[src/rtl/rf_wb_arbiter_pkg.sv]
// Shared widths and arbitration state encoding for the register-file writeback arbiter.
package rf_wb_arbiter_pkg;

    localparam int XLEN   = 32;
    localparam int NREG   = 32;
    localparam int REG_AW = 5;
    localparam int CNT_W  = 4;

    typedef enum logic {
        PRIO_A = 1'b0,
        PRIO_B = 1'b1
    } arb_state_e;

endpackage

[src/rtl/rf_scoreboard.sv]
// Busy vector of pending long-latency destinations with RAW/WAW hazard lookup.
module rf_scoreboard
    import rf_wb_arbiter_pkg::*;
(
    input  logic              CLK,
    input  logic              Reset,
    input  logic              sb_set,
    input  logic [REG_AW-1:0] sb_rd,
    input  logic              clr_en,
    input  logic [REG_AW-1:0] clr_rd,
    input  logic [REG_AW-1:0] chk_rs1,
    input  logic [REG_AW-1:0] chk_rs2,
    input  logic [REG_AW-1:0] chk_rd,
    output logic              hazard
);

    logic [NREG-1:0] busy;
    logic [NREG-1:0] busy_next;
    logic            rs1_busy;
    logic            rs2_busy;

    // Clear is applied before set so a same-cycle set of the same register wins.
    always_comb begin
        busy_next = busy;
        if (clr_en) begin
            busy_next[clr_rd] = 1'b0;
        end
        if (sb_set) begin
            busy_next[sb_rd] = 1'b1;
        end
        busy_next[0] = 1'b0;
    end

    always_ff @(posedge CLK or negedge Reset) begin
        if (!Reset) begin
            busy <= '0;
        end else begin
            busy <= busy_next;
        end
    end

    // Source reads see a same-cycle B write through register-file forwarding; WAW does not.
    assign rs1_busy = busy[chk_rs1] && !(clr_en && (clr_rd == chk_rs1));
    assign rs2_busy = busy[chk_rs2] && !(clr_en && (clr_rd == chk_rs2));
    assign hazard   = rs1_busy || rs2_busy || busy[chk_rd];

endmodule

[src/rtl/rf_wb_arbiter.sv]
// Two-requester register-file write-port arbiter with anti-starvation and B-unit scoreboard.
// Optional statistics counters are built when RF_WB_STATS_EN is defined.
module rf_wb_arbiter
    import rf_wb_arbiter_pkg::*;
#(
    parameter int STARVE_MAX = 4
) (
    input  logic              CLK,
    input  logic              Reset,
    input  logic              a_valid,
    output logic              a_ready,
    input  logic [REG_AW-1:0] a_rd,
    input  logic [XLEN-1:0]   a_data,
    input  logic              b_valid,
    output logic              b_ready,
    input  logic [REG_AW-1:0] b_rd,
    input  logic [XLEN-1:0]   b_data,
    input  logic              sb_set,
    input  logic [REG_AW-1:0] sb_rd,
    input  logic [REG_AW-1:0] chk_rs1,
    input  logic [REG_AW-1:0] chk_rs2,
    input  logic [REG_AW-1:0] chk_rd,
    output logic              hazard,
    output logic              rf_we,
    output logic [REG_AW-1:0] rf_rd,
    output logic [XLEN-1:0]   rf_wdata
`ifdef RF_WB_STATS_EN
    ,
    output logic [15:0]       stat_conflicts,
    output logic [15:0]       stat_forced
`endif
);

    arb_state_e       state;
    arb_state_e       state_next;
    logic [CNT_W-1:0] starve_cnt;
    logic [CNT_W-1:0] starve_next;
    logic             grant_a;
    logic             grant_b;

    always_ff @(posedge CLK or negedge Reset) begin
        if (!Reset) begin
            state      <= PRIO_A;
            starve_cnt <= '0;
        end else begin
            state      <= state_next;
            starve_cnt <= starve_next;
        end
    end

    always_comb begin
        state_next  = state;
        starve_next = starve_cnt;
        grant_a     = 1'b0;
        grant_b     = 1'b0;
        case (state)
            PRIO_A: begin
                if (a_valid) begin
                    grant_a = 1'b1;
                    if (b_valid) begin
                        starve_next = starve_cnt + 1'b1;
                        if (starve_cnt == CNT_W'(STARVE_MAX - 1)) begin
                            state_next = PRIO_B;
                        end
                    end
                end else if (b_valid) begin
                    grant_b     = 1'b1;
                    starve_next = '0;
                end
            end
            PRIO_B: begin
                starve_next = '0;
                state_next  = PRIO_A;
                if (b_valid) begin
                    grant_b = 1'b1;
                end else begin
                    grant_a = a_valid;
                end
            end
            default: begin
                state_next = PRIO_A;
            end
        endcase
        // While in reset the A path stays live but B can never complete.
        if (!Reset) begin
            grant_b = 1'b0;
        end
    end

    assign a_ready  = grant_a;
    assign b_ready  = grant_b;
    assign rf_we    = grant_b ? (b_rd != '0) : (grant_a && (a_rd != '0));
    assign rf_rd    = grant_b ? b_rd : a_rd;
    assign rf_wdata = grant_b ? b_data : a_data;

    rf_scoreboard u_scoreboard (
        .CLK     (CLK),
        .Reset   (Reset),
        .sb_set  (sb_set),
        .sb_rd   (sb_rd),
        .clr_en  (grant_b),
        .clr_rd  (b_rd),
        .chk_rs1 (chk_rs1),
        .chk_rs2 (chk_rs2),
        .chk_rd  (chk_rd),
        .hazard  (hazard)
    );

`ifdef RF_WB_STATS_EN
    always_ff @(posedge CLK or negedge Reset) begin
        if (!Reset) begin
            stat_conflicts <= '0;
            stat_forced    <= '0;
        end else begin
            if (a_valid && b_valid && (stat_conflicts != 16'hFFFF)) begin
                stat_conflicts <= stat_conflicts + 16'd1;
            end
            if ((state == PRIO_B) && grant_b && (stat_forced != 16'hFFFF)) begin
                stat_forced <= stat_forced + 16'd1;
            end
        end
    end
`endif

endmodule

[config.mk]
export PLATFORM = sky130hd
export DESIGN_NAME = rf_wb_arbiter
export DESIGN_NICKNAME = d
export VERILOG_FILES = /design/src/rtl/rf_wb_arbiter_pkg.sv /design/src/rtl/rf_scoreboard.sv /design/src/rtl/rf_wb_arbiter.sv
export SDC_FILE = /design/constraint.sdc
export NUM_CORES = 1
export LEC_CHECK = 0
export CAP_MARGIN = 20
export CORE_MARGIN = 5
export CORE_UTILIZATION = 35
export CTS_CLUSTER_SIZE = 16
export DETAILED_ROUTE_END_ITERATION = 10
export GPL_ROUTABILITY_DRIVEN = 0
export HOLD_SLACK_MARGIN = 0.03
export PLACE_DENSITY = 0.69
export SLEW_MARGIN = 10
export SYNTH_ARGS = -nofsm -noshare
export SYNTH_HDL_FRONTEND = slang
export SYNTH_SLANG_ARGS = --single-unit
[constraint.sdc]
create_clock -name CLK -period 3.1 [get_ports CLK]
set_clock_uncertainty 0.15 [all_clocks]
set_input_delay 0.31 -clock CLK [delete_from_list [all_inputs] [get_ports CLK]]
set_output_delay 0.31 -clock CLK [all_outputs]
set_load 0.02 [all_outputs]
# == Word level (Yosys, flattened, before mapping) ==
# Cells that the tools add are included.
# word_totals
regBits,36
output_inout_bits,41
elab_cells,62
# classes
n_addsub,1
magnitude_cmp,7
eq_ne,4
mux,30
bitwise_logic,4
reduce_logical,13
# ops
op,count
32-bit two-way mux,3
32-bit AND,1
32-bit inverter,1
32-bit bitwise OR,1
"5-bit by 6-bit less-than comparator with 1-bit output, second input constant",5
1-bit binary-select mux with 5-bit select,3
1-bit two-way mux,14
4-bit two-way mux,3
1-bit demux with 5-bit select,2
5-bit == test,2
"5-bit by 1-bit greater-or-equal comparator with 1-bit output, second input constant",2
5-bit nonzero test,2
4-bit case mux with 2 select lines,1
1-bit logical AND,7
1-bit case mux with 2 select lines,3
5-bit two-way mux,1
"4-bit by 1-bit adder with 4-bit output, second input constant",1
"4-bit by 2-bit == test with 1-bit output, second input constant",1
1-bit zero test,2
1-bit logical OR,2
"2-bit != test, second input constant",1
1-bit inverter,1

# == Longest topological paths before layout ==
# depth
word_depth,9
mapped_depth,7
ltp_nobuf,6

# == Hierarchy ==
# From an unflattened synthesis, not the netlist that was laid out.
# unflattened
cells_unflattened,286
area_unflattened_um2,3025.4
# by_module_without_submodules
mod,instances,cells_per_inst,area_per_inst_um2,seq_area_each_um2
rf_scoreboard,1,213,2212.1,775.7
rf_wb_arbiter,1,73,813.3,125.1

# == Worst setup path after synthesis ==
# Ideal clock, no wire load.
# synth_path
path_type,input-to-output
startpoint,input port chk_rd[0]
endpoint,output port hazard
arrival_ns,2.141
slack_ns,0.499
cell_stages,6
cell_sequence,clkbuf_1 mux4_2 mux2_2 o21ai_0 a211oi_1 or3_1
# synth_via
elab_chain_len,3
# synth_lines
item,line_no,text
start: declaration,rf_wb_arbiter.sv:22,"input logic [REG_AW-1:0] chk_rd,"
1-bit binary-select mux with 5-bit select,rf_scoreboard.sv:45,assign hazard = rs1_busy || rs2_busy || busy[chk_rd];
1-bit two-way mux (implied by the code),rf_scoreboard.sv:45,
1-bit logical OR,rf_scoreboard.sv:45,
end: declaration,rf_wb_arbiter.sv:23,"output logic hazard,"
# No other way between the ends. The select of a mux whose other input is x is not followed.

# == Worst setup path in the final report ==
# layout_path
startpoint,input port chk_rs2[1]
endpoint,output port hazard
# layout_via
elab_chain_len,6
# layout_lines
item,line_no,text
start: declaration,rf_wb_arbiter.sv:21,"input logic [REG_AW-1:0] chk_rs2,"
branches (longest 3 deep; another with 1-bit binary-select mux with 5-bit select),-,
1-bit logical AND *,rf_scoreboard.sv:44,assign rs2_busy = busy[chk_rs2] && !(clr_en && (clr_rd == chk_rs2));
1-bit logical OR * (2 in a row),rf_scoreboard.sv:45,
# Mark *: on every way between the ends. The select of a mux whose other input is x is not followed.

==> summary.txt <==
worst slew pin tran: 0.4672 ns
top cell type's share of synthesized area: 30.25%
Site Rows: 33
initial antenna violation count: 0
Worst Path Buf+Inv: 3
worst setup path class: input port to primary output
CP peak stage delay: 0.52 ns
Synth area leader: dfrtp_1
Core ar.: 8258 um2
postcts setup bufs: 0
CTS Sinks: 36
Tmin final: 2.968 ns
Die X: 102.2 um
largest net degree at the start of global routing: 37
Final WS setup: 0.1315 ns
Setup crit end kind: primary output
buffers from clock root to sink, at most: 2
Switching Share: 32.34%
Post-synth EDFFs: 0
Mapped Area: 2978 um2
P&R area growth vs syn: 60.71%
Net Sw Power: 0.6201 mW
Top delay family on crit path: buffers and inverters
Worst-Skew Late Latency: 0.29 ns
Critical Path Fanout Max: 5
first drt pass iteration count: 4
Residual DRC: 0
fraction of layout instances using a drive strength above 1: 23.79%
Nets: 553
syn_nets: 389
dpl ws: -0.5747 ns
most numerous cell in the Yosys netlist: o21ai_0
Iter 0 DRT Violations: 197
Num CTS Buffers: 5
setup_tns: 0 ns
sequential power share: 37.0%
Max Freq: 336.9 MHz
root buffer cell: clkbuf_8
Hold Buf Count CTS: 0
P_int: 1.297 mW
number of global-route vias before repair: 3163
share of synthesized registers carrying an async set or reset: 100.0%
port bufs: 139
depth of the worst hold-timing path: 1
Clock power frac: 21.1%
CTS tree: done
total global routing overflow: 0
Tot Pwr: 1.917 mW
All-Layer GR Usage: 21.35%
dpl hpwl: 9070 um
Detailed Route WL: 11060 um
Synth Flop Type: dfrtp_1
Reg2Reg Depth: 6
effective utilization at floorplan: 36.06%
final hold viol count: 0
post-route ant nets: 0
CP required: 2.64 ns
Slew HR: 68.86%
status: finished clean
hold worst-path end: state$_DFF_PN0_
flops & latches, synth: 36
max cap viols: 0
post-synthesis area per instance: 10.30 um2
WP data arrival: 2.51 ns
Reg clk slew, reported paths: 0.07 ns
final setup vio count: 0
Final Max Slew Viols: 0
worst r2r dst: u_scoreboard.busy[30]$_DFF_PN0_
pwr/cell area: 400.6 nW/um2
reg2reg start: state$_DFF_PN0_
sequential area share after synthesis: 30.25%
H-tree levels: 2
top post-synthesis cells by count: 68 x o21ai_0, 41 x mux2_2, 36 x dfrtp_1, 16 x mux4_2, 14 x nand3b_1
Via Count: 3071
global-route wire length before repair: 17150 um
Worst Hold Class: register to register
Via-to-Cell Ratio: 5.494
die area: 10450 um2
crit path launch type: input port
die height: 102.2 um
Final period util: 95.76%
Worst path slowest cell: clkdlybuf4s50_1
Synthesis Warnings: 0
worst hold path startpoint: starve_cnt[3]$_DFFE_PN0P_
ANT cells: 0
unrepaired setup endpoints after global routing: no
leakage: 1.825 nW
Comb pwr share: 41.9%
peak supply drop: 0.2457 mV
r2r setup slk: 1.01 ns
I/O pin count: 140
synth unique cells: 40
wire per inst: 19.79 um
Synth Instances: 289
worst path cell trace: clkdlybuf4s50_1, buf_4, mux4_2, a32oi_1, nor2b_1, a2111oi_2, a31oi_1, or3_1, buf_2
Synth area leaders: dfrtp_1 30%, mux2_2 16%, mux4_2 12%, o21ai_0 11%, mux4_1 4.4%
## kinds of logic after synthesis
group	synth area share [%]
compound gates	15.50
xor+xnor	2.941
fa+ha+maj	0.4201
buf+inv	4.159
flops	30.25
mux	33.70
simple gates	13.03
## per-stage QoR
stage | cell area, um2 | util, % | hold WS (ns) | instances
CTS | 4781 | 57.89 | 0.3225 | 559
floorplan | 2978 | - | -0.1356 | 289
global placement | 4679 | 56.67 | 0.3010 | 551
detailed placement | 4679 | 56.67 | 0.3127 | 551
finish | 4786 | 57.95 | 0.3208 | 559
global route | 4786 | 57.95 | 0.3382 | 559
## cells in the final DEF, fill, tap and decap left out, types with 6 or more instances in the layout
cell type,count
mux2_2,41
xor2_1,6
nand3b_1,14
dfrtp_1,36
nand3_1,10
clkdlybuf4s50_1,136
mux4_2,17
buf_4,36
nand2_1,11
nor2_1,12
o21ai_0,68
## area by class of cell
cell class	instances	area [um2]
Sequential cell	36	900.9
Multi-Input combinational cell	231	1956
Tap cell	105	131.4
Clock inverter	2	35.03
Fill cell	725	3472
Clock buffer	6	72.57
Inverter	3	11.26
Timing Repair Buffer	176	1679
## layer usage
metal,vias up,track usage (%),share of wire (%),wire length [um]
li1,1446,-,-,-
met1,1464,28.89,43,4702
met2,136,33.83,47,5177
met3,25,5.529,8.8,973
met4,0,6.155,1.9,208
met5,-,0,0,0
## worst max-delay path by stage
stage                           from     end  slack (ns)  cells past startpoint
after floorplan            chk_rd[0]  hazard        0.50                      6
after global placement    chk_rs2[0]  hazard       -0.52                      8
after detailed placement  chk_rs2[0]  hazard       -0.57                      8
after global routing      chk_rs2[1]  hazard       0.009                      9
after CTS                 chk_rs2[1]  hazard        0.04                      9
final                     chk_rs2[1]  hazard        0.13                      9
## timing repair
action / CTS / global route
pin swaps: 1 / 2
setup endpoints to repair: 1 / 1
gates resized for setup: 5 / 4
## sequential cells by signal, indices dropped and copies added, names as in the netlist
signal and flops:
u_scoreboard.busy 31, starve_cnt 4, state 1
## power by group through the flow
| stage | Clock [mW] | Sequential, mW | Combinational (mW) |
|---|---|---|---|
| after floorplan | 0 | 0.648 | 0.432 |
| after detailed placement | 0 | 0.707 | 0.801 |
| after CTS | 0.406 | 0.697 | 0.802 |
| after global placement | 0 | 0.709 | 0.781 |
| after global routing | 0.422 | 0.717 | 0.873 |
| final | 0.404 | 0.709 | 0.803 |
Note: power is estimated with default switching activity, not from simulation.
